File: src/rtl/multiplier_control.sv
// Sequencer for the signed shift-add multiplier datapath: synchronizes the
// push buttons and issues one-hot clear/load/add/sub/shift commands.
module multiplier_control #(
  parameter int NBITS       = 8,
  parameter int SYNC_STAGES = 2
) (
  input  logic                     Clk,
  input  logic                     Reset,
  input  logic                     Run,
  input  logic                     ClearA_LoadB,
  input  logic                     M,
  output logic                     Clr_Ld,
  output logic                     ClrXA,
  output logic                     Add,
  output logic                     Sub,
  output logic                     Shift,
  output logic                     Busy,
  output logic                     Done,
  output logic [$clog2(NBITS)-1:0] Step
);

  localparam int STEP_W = $clog2(NBITS);
  localparam logic [STEP_W-1:0] LAST_STEP = STEP_W'(NBITS - 1);

  typedef enum logic [2:0] {IDLE, CLEAR, ADD, SHIFT, HOLD} state_t;

  state_t                  state, state_next;
  logic [STEP_W-1:0]       step, step_next;
  logic                    done_flag, done_flag_next;
  logic [SYNC_STAGES-1:0]  run_sync, clr_sync;
  logic                    run_s, clr_s;

  // Synchronizers idle at 1 so a reset never looks like a button press.
  always_ff @(posedge Clk or negedge Reset) begin
    if (!Reset) begin
      run_sync <= '1;
      clr_sync <= '1;
    end else begin
      run_sync <= {run_sync[SYNC_STAGES-2:0], Run};
      clr_sync <= {clr_sync[SYNC_STAGES-2:0], ClearA_LoadB};
    end
  end

  assign run_s = run_sync[SYNC_STAGES-1];
  assign clr_s = clr_sync[SYNC_STAGES-1];

  always_ff @(posedge Clk or negedge Reset) begin
    if (!Reset) begin
      state     <= IDLE;
      step      <= '0;
      done_flag <= 1'b0;
    end else begin
      state     <= state_next;
      step      <= step_next;
      done_flag <= done_flag_next;
    end
  end

  // done_flag marks the first HOLD cycle so Done pulses once per multiply.
  always_comb begin
    state_next     = state;
    step_next      = step;
    done_flag_next = 1'b0;
    Clr_Ld         = 1'b0;
    ClrXA          = 1'b0;
    Add            = 1'b0;
    Sub            = 1'b0;
    Shift          = 1'b0;
    Busy           = 1'b0;
    Done           = 1'b0;

    unique case (state)
      IDLE: begin
        if (!run_s) begin
          state_next = CLEAR;
        end else begin
          Clr_Ld = !clr_s;
        end
      end
      CLEAR: begin
        ClrXA      = 1'b1;
        Busy       = 1'b1;
        step_next  = '0;
        state_next = ADD;
      end
      ADD: begin
        Busy       = 1'b1;
        Add        = M && (step != LAST_STEP);
        Sub        = M && (step == LAST_STEP);
        state_next = SHIFT;
      end
      SHIFT: begin
        Busy  = 1'b1;
        Shift = 1'b1;
        if (step == LAST_STEP) begin
          step_next      = '0;
          done_flag_next = 1'b1;
          state_next     = HOLD;
        end else begin
          step_next  = step + STEP_W'(1);
          state_next = ADD;
        end
      end
      HOLD: begin
        Done = done_flag;
        if (run_s) state_next = IDLE;
      end
      default: state_next = IDLE;
    endcase
  end

  assign Step = step;

endmodule

File: config.mk
export PLATFORM = sky130hd
export DESIGN_NAME = multiplier_control
export DESIGN_NICKNAME = d
export VERILOG_FILES = /design/src/rtl/multiplier_control.sv
export SDC_FILE = /design/constraint.sdc
export NUM_CORES = 1
export LEC_CHECK = 0
export ABC_CLOCK_PERIOD_IN_PS = 1400
export CORE_AREA = 2 2 39 41
export DETAILED_ROUTE_END_ITERATION = 10
export DIE_AREA = 0 0 41 43
export SLEW_MARGIN = 20
export SYNTH_ARGS = -nofsm -noshare
export SYNTH_HDL_FRONTEND = slang
export SYNTH_SLANG_ARGS = --single-unit
File: constraint.sdc
create_clock -name Clk -period 1.4 [get_ports Clk]
set_input_delay 0.28 -clock Clk [delete_from_list [all_inputs] [get_ports Clk]]
set_output_delay 0.28 -clock Clk [all_outputs]
set_load 0.02 [all_outputs]
== After elaboration in Yosys (flattened, before gate mapping) ==
Cells that the tools add are included.

* Logic and storage cells: 37
* Register bits: 11
* Latch bits: 0
* Input port bits: 5
* ROM bits: 0
* Bits in writable memories: 0
* Memories: 0

* Multipliers: 0
* Bitwise operators: 0
* $lt $le $gt $ge: 0
* Reduce and logical (&&, ||, !) cells: 7
* Add/sub/neg operators: 1
* Eq/ne operators: 8
* Shift operators: 0
* Divide/modulo/power cells: 0
* Multiplexer cells: 16

{| class="wikitable"
|+ Operator list
! operator !! count
|-
| 3-bit one-hot mux with 5 select lines || 1
|-
| 3-bit two-way mux || 4
|-
| 1-bit two-way mux || 10
|-
| 3-bit by 2-bit == test with 1-bit output (second input constant) || 2
|-
| 3-bit == test (second input constant) || 2
|-
| 3-bit one-hot mux with 2 select lines || 1
|-
| 2-bit != test (second input constant) || 2
|-
| 3-bit by 1-bit adder with 3-bit output (second input constant) || 1
|-
| 3-bit by 1-bit == test with 1-bit output (second input constant) || 1
|-
| 3-bit logical NOT || 1
|-
| 3-bit != test (second input constant) || 1
|-
| 3-bit OR reduction || 1
|-
| 1-bit logical AND || 2
|-
| 2-bit AND reduction || 1
|-
| 2-bit nonzero test || 1
|-
| 1-bit logical NOT || 1
|}

== Longest topological paths before layout ==
Gate-level depths: netlist of run 1.

* Depth in word-level cells: 3
* Gate-level depth with buffers: 4

== Least setup slack after synthesis of run 1 ==
Ideal clock, no wire load.

* Path kind: reg-to-output
* From: register state[2]
* To: output Clr_Ld
* Setup slack: -0.179 ns
* Buffers on the path: 0
* Stages on the path, launching flop included: 3
* Arrival time: 1.299 ns
* Path through: dfrtp_1 -> nor2_1 -> nor4bb_1

* Word-level cells in the longest chain between the ends: 2

{| class="wikitable"
|+ Ends and longest elaborated chain
! element !! RTL line !! source
|-
| start: declaration || 27 || <nowiki>state_t state, state_next;</nowiki>
|-
| start signal: assignment || 53 || <nowiki>state <= state_next;</nowiki>
|-
| 3-bit logical NOT || 72 || <nowiki>unique case (state)</nowiki>
|-
| 1-bit two-way mux || 72 ||
|-
| end: declaration || 12 || <nowiki>output logic Clr_Ld,</nowiki>
|}

No other way between the ends.

== Worst setup path in the final report of run 1 ==
* From: register step[0] (netlist: Step[0])
* To: output Add

* Word-level cells in the longest chain between the ends: 3

{| class="wikitable"
|+ Ends and longest elaborated chain
! element !! RTL line !! source
|-
| start: declaration || 28 || <nowiki>logic [STEP_W-1:0] step, step_next;</nowiki>
|-
| start signal: assignment || 54 || <nowiki>step <= step_next;</nowiki>
|-
| 3-bit != test || 88 || <nowiki>Add = M && (step != LAST_STEP);</nowiki>
|-
| 1-bit logical AND || 88 ||
|-
| 1-bit two-way mux || 72 ||
|-
| end: declaration || 14 || <nowiki>output logic Add,</nowiki>
|}

No other way between the ends.

==> results of run 1 <==
## cell families (layout without fill, tap and decap cells)
kind of cell / Yosys count / in the layout / synth area share (%)
AO/OA/AOI/OAI: 2 / 2 / 2.611
adder cells (fa/ha/maj): 2 / 2 / 5.221
buffers and inverters: 4 / 36 / 3.393
flip-flops: 11 / 11 / 58.49
multiplexers: 3 / 3 / 6.527
AND/OR/NAND/NOR: 19 / 19 / 23.76
## metrics by stage
step	hold WS (ns)	util [%]	setup slack, ns
after floorplan	-0.01559	-	0.00004463
final	0.3123	60.13	-0.2702
after global placement	0.3461	54.88	-0.4409
after CTS	0.3061	58.95	-0.2928
after detailed placement	0.3470	54.88	-0.4595
after global routing	0.3247	60.13	-0.3246
## where the power goes
part           total [mW]  switching, mW  internal [mW]
combinational       0.943          0.410          0.533
sequential          0.502         0.0877          0.415
clock               0.215          0.105          0.110
total                1.66          0.603           1.06
## flip-flops by register name (all words and copies together), names as in the netlist
name / count
Step: 3
clr_sync: 2
done_flag: 1
run_sync: 2
state: 3
## Yosys cell counts (all sizes together)
master | count | area, sq um
dfrtp | 7 | 175.2
nor2 | 6 | 22.52
dfstp | 4 | 105.1
inv | 3 | 11.26
nand2 | 3 | 11.26
and3 | 2 | 12.51
ha | 2 | 25.02
mux2i | 2 | 20.02
a21boi | 1 | 7.510
and2b | 1 | 10.01
and4 | 1 | 8.760
and4b | 1 | 10.01
buf | 1 | 5.000
mux2 | 1 | 11.26
nand2b | 1 | 6.260
nor3 | 1 | 5.000
nor3b | 1 | 7.510
nor4bb | 1 | 10.01
o21ai | 1 | 5.000
or4b | 1 | 10.01
## per-layer routing
metal  GRT usage [%]  up-vias
li1                -      204
met5               0        -
met2           20.94        9
met4           6.000        0
met1           16.16      200
met3           4.712        0
## cells in the final DEF, fill, tap and decap left out, types with 2 or more instances in the layout
cell type,count
ha_4,2
buf_6,5
inv_1,3
dfrtp_2,3
clkdlybuf4s15_2,2
nand2_1,3
nor2_1,4
clkbuf_4,3
clkdlybuf4s50_1,4
buf_4,16
dfrtp_1,4
mux2i_1,2
dfstp_2,4
## area by class of cell
class	instances	area share [%]
flip-flops and latches	11	34.14
well taps	16	2.406
clock buffers	4	3.158
repair buffers	29	29.92
inverters	3	1.353
multi-input cells	26	29.02
## worst register-to-register path, stage by stage, from the launching register on
cell     delay (ns)
dfrtp_1        0.42
buf_6          0.14
buf_4          0.13
and2b_4        0.27
mux2_4         0.30
## timing repair
action | 4_1_cts | 5_1_grt
setup endpoints to repair | 10 | 8
gates resized for setup | 51 | 5
setup buffers | 2 | 1
pin swaps | 3 | 1
## final timing paths
kind | to | slack (ns) | cells past startpoint
setup / recovery | Add | -0.27 | 4
hold / removal | state[1]$_DFFE_PN0P_ | 0.31 | 2
setup reg to reg | Step[0]$_DFFE_PN0P_ | 0.02 | 4
hold reg to reg | run_sync[1]$_DFF_PN1_ | 0.36 | 0
max in group asynchronous | clr_sync[1]$_DFF_PN1_ | 0.86 | 2
min in group Clk | run_sync[1]$_DFF_PN1_ | 0.36 | 0
==> impl_metrics.toml, run 1 <==
[synthesis]
ys_warn_count = 0
ys_seq_area_share_pct = 58.49
syn_area_per_cell_sq_um = 11.69
syn_area_sq_um = 479.2
synthCells = 41
ys_seq_elements = 11
synth_nets = 48
synth.distinct_cells = 20

[setup_path]
path_buf_inv = 1
slowest_delay_ns = 0.42
worstSetupStartpoint = "Step[0]$_DFFE_PN0P_"
arrival_ns = 1.39
crit_fanout = 3
critical_path_class = "reg2out"
crit_path_frequent_cell = "ha_4"
cp_cell_sequence = "ha_4 -> ha_4 -> and4b_2 -> buf_6"
cp-end-kind = "primary output"
worstReg2RegStart = "state[2]$_DFFE_PN0P_"
crit_slowest_cell = "dfrtp_2"
cp-start-kind = "flop"
cp_top_family = "flip-flops"
cp.required_ns = 1.12

[pwr]
power.total_mw = 1.660
cellLeakagePower_nw = 0.3964
vdd.ir_drop.worst_mv = 1.193
p_per_area_nw_per_um2 = 1995

[routing]
post_drt_via_cell_ratio = 4.640
firstDrtPassIters = 4
via_count = 413
route.detailed.drc = 0
drt_iter0_markers = 2
route.met3.wl_microns = 55
wl_per_cell_microns = 11.49
drtAntennaViolNets = 0
wl_met1_microns = 448
drt_wl_total_microns = 1023
routed.top_layer = "met3"
met2_length_microns = 519

[global_routing]
grt_start_max_net_pins = 12
grt_overflow_total = 0
grt.total_usage_pct = 13.54
grt_pass1_vias = 391
grt_pass1_wl_microns = 1593
grt_antenna_before_repair = 0

[timing]
finalSetupViolations = 7
rsz0062_at_grt = "true"
skew_ns = 0.001329
relSlewSlack_pct = 85.98
post-route-period-util_pct = 119.3
hold_viol_final = 0
finalWorstSetupSlack_ns = -0.2702
drv_slew = 0
setup_tns_ns = -0.9776
min_period_ns = 1.670
fmax_mhz = 598.7
worstMarginPinSlew_ns = 0.2073

[layout]
layout-drive-gt1-share_pct = 61.64
n_fill_cell = 125
fin_area_sq_um = 832.0
diodes = 0
ff_latch_area_sq_um = 284.0
area_delta_synth_final_pct = 73.63
layout.nets = 81
stdcell_count = 89
multi_input_area_sq_um = 241.5

[clocking]
cts_tree = "built"
cts_made_buffers = 3
h-tree-depth = 1
clock_latency_ns = 0.26
root_buffer = "clkbuf_4"
postCtsHoldBufs = 0
clockBufferDepth = 2
clock-sinks = 11
clkTransAtPathRegs_ns = 0.07

[floorplanning]
initial_utilization_pct = 34.63
die_w_microns = 41
fp.dieH_microns = 43
num_io_pins = 15
fp-row-count = 14
die-area_sq_um = 1763
core_sq_um = 1384

[placement]
place.gp.congestion = 0.6298
port_buffers = 14
dp_hpwl_microns = 701.2
dpl_cell_area_sq_um = 759.5
dp.cells = 82

[job]
maxCapViolations = 0

[hold_path]
hp-class = "in2async"

[outcome]
outcome = "complete, but fails checks"
violations = "negative setup slack"
Note: power is estimated with default switching activity, not from simulation.
==> run 2: changes to the inputs <==
--- a/config.mk
+++ b/config.mk
@@ -9,6 +9,7 @@
 export CORE_AREA = 2 2 39 41
 export DETAILED_ROUTE_END_ITERATION = 10
 export DIE_AREA = 0 0 41 43
+export HOLD_SLACK_MARGIN = 0.03
 export SLEW_MARGIN = 20
 export SYNTH_ARGS = -nofsm -noshare
 export SYNTH_HDL_FRONTEND = slang
==> results of run 2 <==
Same layout as run 1: the final DEF is identical, and so are final timing and power.
==> run 3: changes to the inputs <==
--- a/config.mk
+++ b/config.mk
@@ -9,6 +9,8 @@
 export CORE_AREA = 2 2 39 41
 export DETAILED_ROUTE_END_ITERATION = 10
 export DIE_AREA = 0 0 41 43
+export DONT_BUFFER_PORTS = 1
+export GPL_TIMING_DRIVEN = 0
 export HOLD_SLACK_MARGIN = 0.03
 export SLEW_MARGIN = 20
 export SYNTH_ARGS = -nofsm -noshare
==> run 3 against run 2 <==
Combinational power decreased by 25%. Clock power decreased by 2%. Global-route usage decreased by 0.33 points. Setup slack got worse by 0.055 ns. Sequential share of layout area increased by 5.7 points. The run still ends with negative setup slack left. Flip-flop and latch count unchanged. Largest power group unchanged. Hold slack improved by 0.044 ns. Critical endpoint unchanged. Die area unchanged. Maximum frequency decreased by 3.2%. Register-to-register slack improved by 0.09 ns. Final area decreased by 14%.
==> impl_metrics.toml, run 3 (synthesis results as in run 1) <==
[routing]
drt_iter0_markers = 3
post_drt_via_cell_ratio = 5.000
drtAntennaViolNets = 0
via_count = 350
route.detailed.drc = 0
wl_per_cell_microns = 13.57
drt_wl_total_microns = 950
firstDrtPassIters = 4

[layout]
finish.utilization_pct = 51.72
diodes = 0
final_cell_mix = "dfrtp_2, nor2_4, dfstp_2, buf_4"
layout.nets = 62
layout-drive-gt1-share_pct = 57.41
area_delta_synth_final_pct = 49.35

[floorplanning]
die-area_sq_um = 1763
fp-row-count = 14
num_io_pins = 15
die_w_microns = 41
initial_utilization_pct = 34.63
core_sq_um = 1384
fp.dieH_microns = 43

[clocking]
h-tree-depth = 1
clock-sinks = 11
clkTransAtPathRegs_ns = 0.07
clock_latency_ns = 0.26
clockBufferDepth = 2
cts_tree = "built"
root_buffer = "clkbuf_4"
cts_made_buffers = 3

[pwr]
vdd.ir_drop.worst_mv = 1.048
p_switching_mw = 0.5961
p_seq_share_pct = 38.6
internal-power_mw = 0.8955
p_per_area_nw_per_um2 = 2084
comb_power_share_pct = 47.3
clockPowerShare_pct = 14.1
swShare_pct = 39.96
cellLeakagePower_nw = 0.3146

[setup_path]
r2r_slack_ns = 0.11
worstReg2RegStart = "state[2]$_DFFE_PN0P_"
cp-start-kind = "flop"
cp-end-kind = "primary output"
rr_endpoint = "Step[0]$_DFFE_PN0P_"
arrival_ns = 1.45
crit_fanout = 5
worst_r2r_path_depth = 3
critical_path_class = "reg2out"
cp.required_ns = 1.12

[placement]
dp_hpwl_microns = 683.1
port_buffers = 0
place.gp.congestion = 0.6681

[timing]
min_period_ns = 1.725
skew_ns = 0.001804
hold_viol_final = 0
drv_slew = 0
finalWorstSetupSlack_ns = -0.3250
worstMarginPinSlew_ns = 0.4909
fmax_mhz = 579.7
finalSetupViolations = 6
post-route-period-util_pct = 123.2
relSlewSlack_pct = 67.17
rsz0062_at_grt = "true"
setup_tns_ns = -0.7450

[hold_path]
min_delay_worst_endpoint = "clr_sync[1]$_DFF_PN1_"
holdPathStages = 0
hp-start = "clr_sync[0]$_DFF_PN1_"
hp-class = "reg2reg"

[global_routing]
grt_pass1_vias = 338
grt_start_max_net_pins = 12
grt.total_usage_pct = 13.21
grt_pass1_wl_microns = 1531
grt_antenna_before_repair = 0
grt_overflow_total = 0

[outcome]
violations = "negative setup slack"
outcome = "complete, but fails checks"

[job]
maxCapViolations = 0
==> run 3: cell types whose count changed in the layout (fill, tap and decap cells not counted), sizes merged <==
cell	previous run	this run
buf	22	7
clkbuf	5	4
clkdlybuf4s50	4	0
dlygate4sd3	0	3
clkdlybuf4s15	2	0
==> run 3: how the worst max path moves through the flow <==
stage,start,end,cells after the start
6_report,Step[0]$_DFFE_PN0P_,Add,3
3_3_place_gp,state[2]$_DFFE_PN0P_,Clr_Ld,2
4_1_cts,Step[0]$_DFFE_PN0P_,Add,3
5_1_grt,Step[0]$_DFFE_PN0P_,Add,3
2_1_floorplan,Step[1]$_DFFE_PN0P_,Add,3
3_5_place_dp,state[2]$_DFFE_PN0P_,Clr_Ld,2
==> run 3: timing repair <==
| action | CTS | global route |
|---|---|---|
| setup buffers | 3 | 3 |
| hold buffers | 3 | 0 |
| setup endpoints to repair | 7 | 6 |
| pin swaps | 3 | 3 |
| gates resized for setup | 19 | 1 |
| hold endpoints to repair | 13 | 0 |
==> run 3: area by class of cell <==
| class | instances | area (sq um) |
|---|---|---|
| clock buffer | 4 | 26.28 |
| multi-input combinational | 26 | 270.3 |
| timing repair buffer | 9 | 91.34 |
| fill | 137 | 668.1 |
| sequential | 11 | 285.3 |
| inverter | 3 | 11.26 |
| buffer | 1 | 11.26 |
| tap | 16 | 20.02 |
==> run 3: power by group through the flow <==
stage	clock network (mW)	logic [mW]	registers [mW]
CTS	0.220	0.608	0.606
floorplan	0	0.394	0.552
global route	0.236	0.779	0.591
detailed placement	0	0.474	0.581
global placement	0	0.431	0.574
finish	0.210	0.705	0.576
==> run 3: routing by layer <==
metal  vias to the layer above  share of wire, %  track usage [%]
met4                         0                 0            8.000
met3                         0               5.1            4.712
met1                       174                41            17.39
met2                         9                54            17.81
li1                        167                 -                -
met5                         -                 0                0
==> run 3: worst max-delay path, stage by stage, from the launching register on <==
cell	delay [ns]
dfrtp_2	0.48
ha_4	0.19
ha_4	0.17
and4b_2	0.34
==> run 3: stage by stage <==
| step | hold WS, ns | power (mW) | cell area (sq um) | worst slack [ns] | cells |
|---|---|---|---|---|---|
| 2_1_floorplan | -0.01559 | 0.9459 | 514.2 | 0.00004463 | 41 |
| 3_3_place_gp | -0.01528 | 1.005 | 534.3 | -0.07658 | 57 |
| 3_5_place_dp | -0.01527 | 1.055 | 534.3 | -0.1155 | 57 |
| 4_1_cts | 0.3569 | 1.433 | 676.9 | -0.3435 | 67 |
| 5_1_grt | 0.3654 | 1.607 | 715.7 | -0.3751 | 70 |
| 6_report | 0.3558 | 1.492 | 715.7 | -0.3250 | 70 |
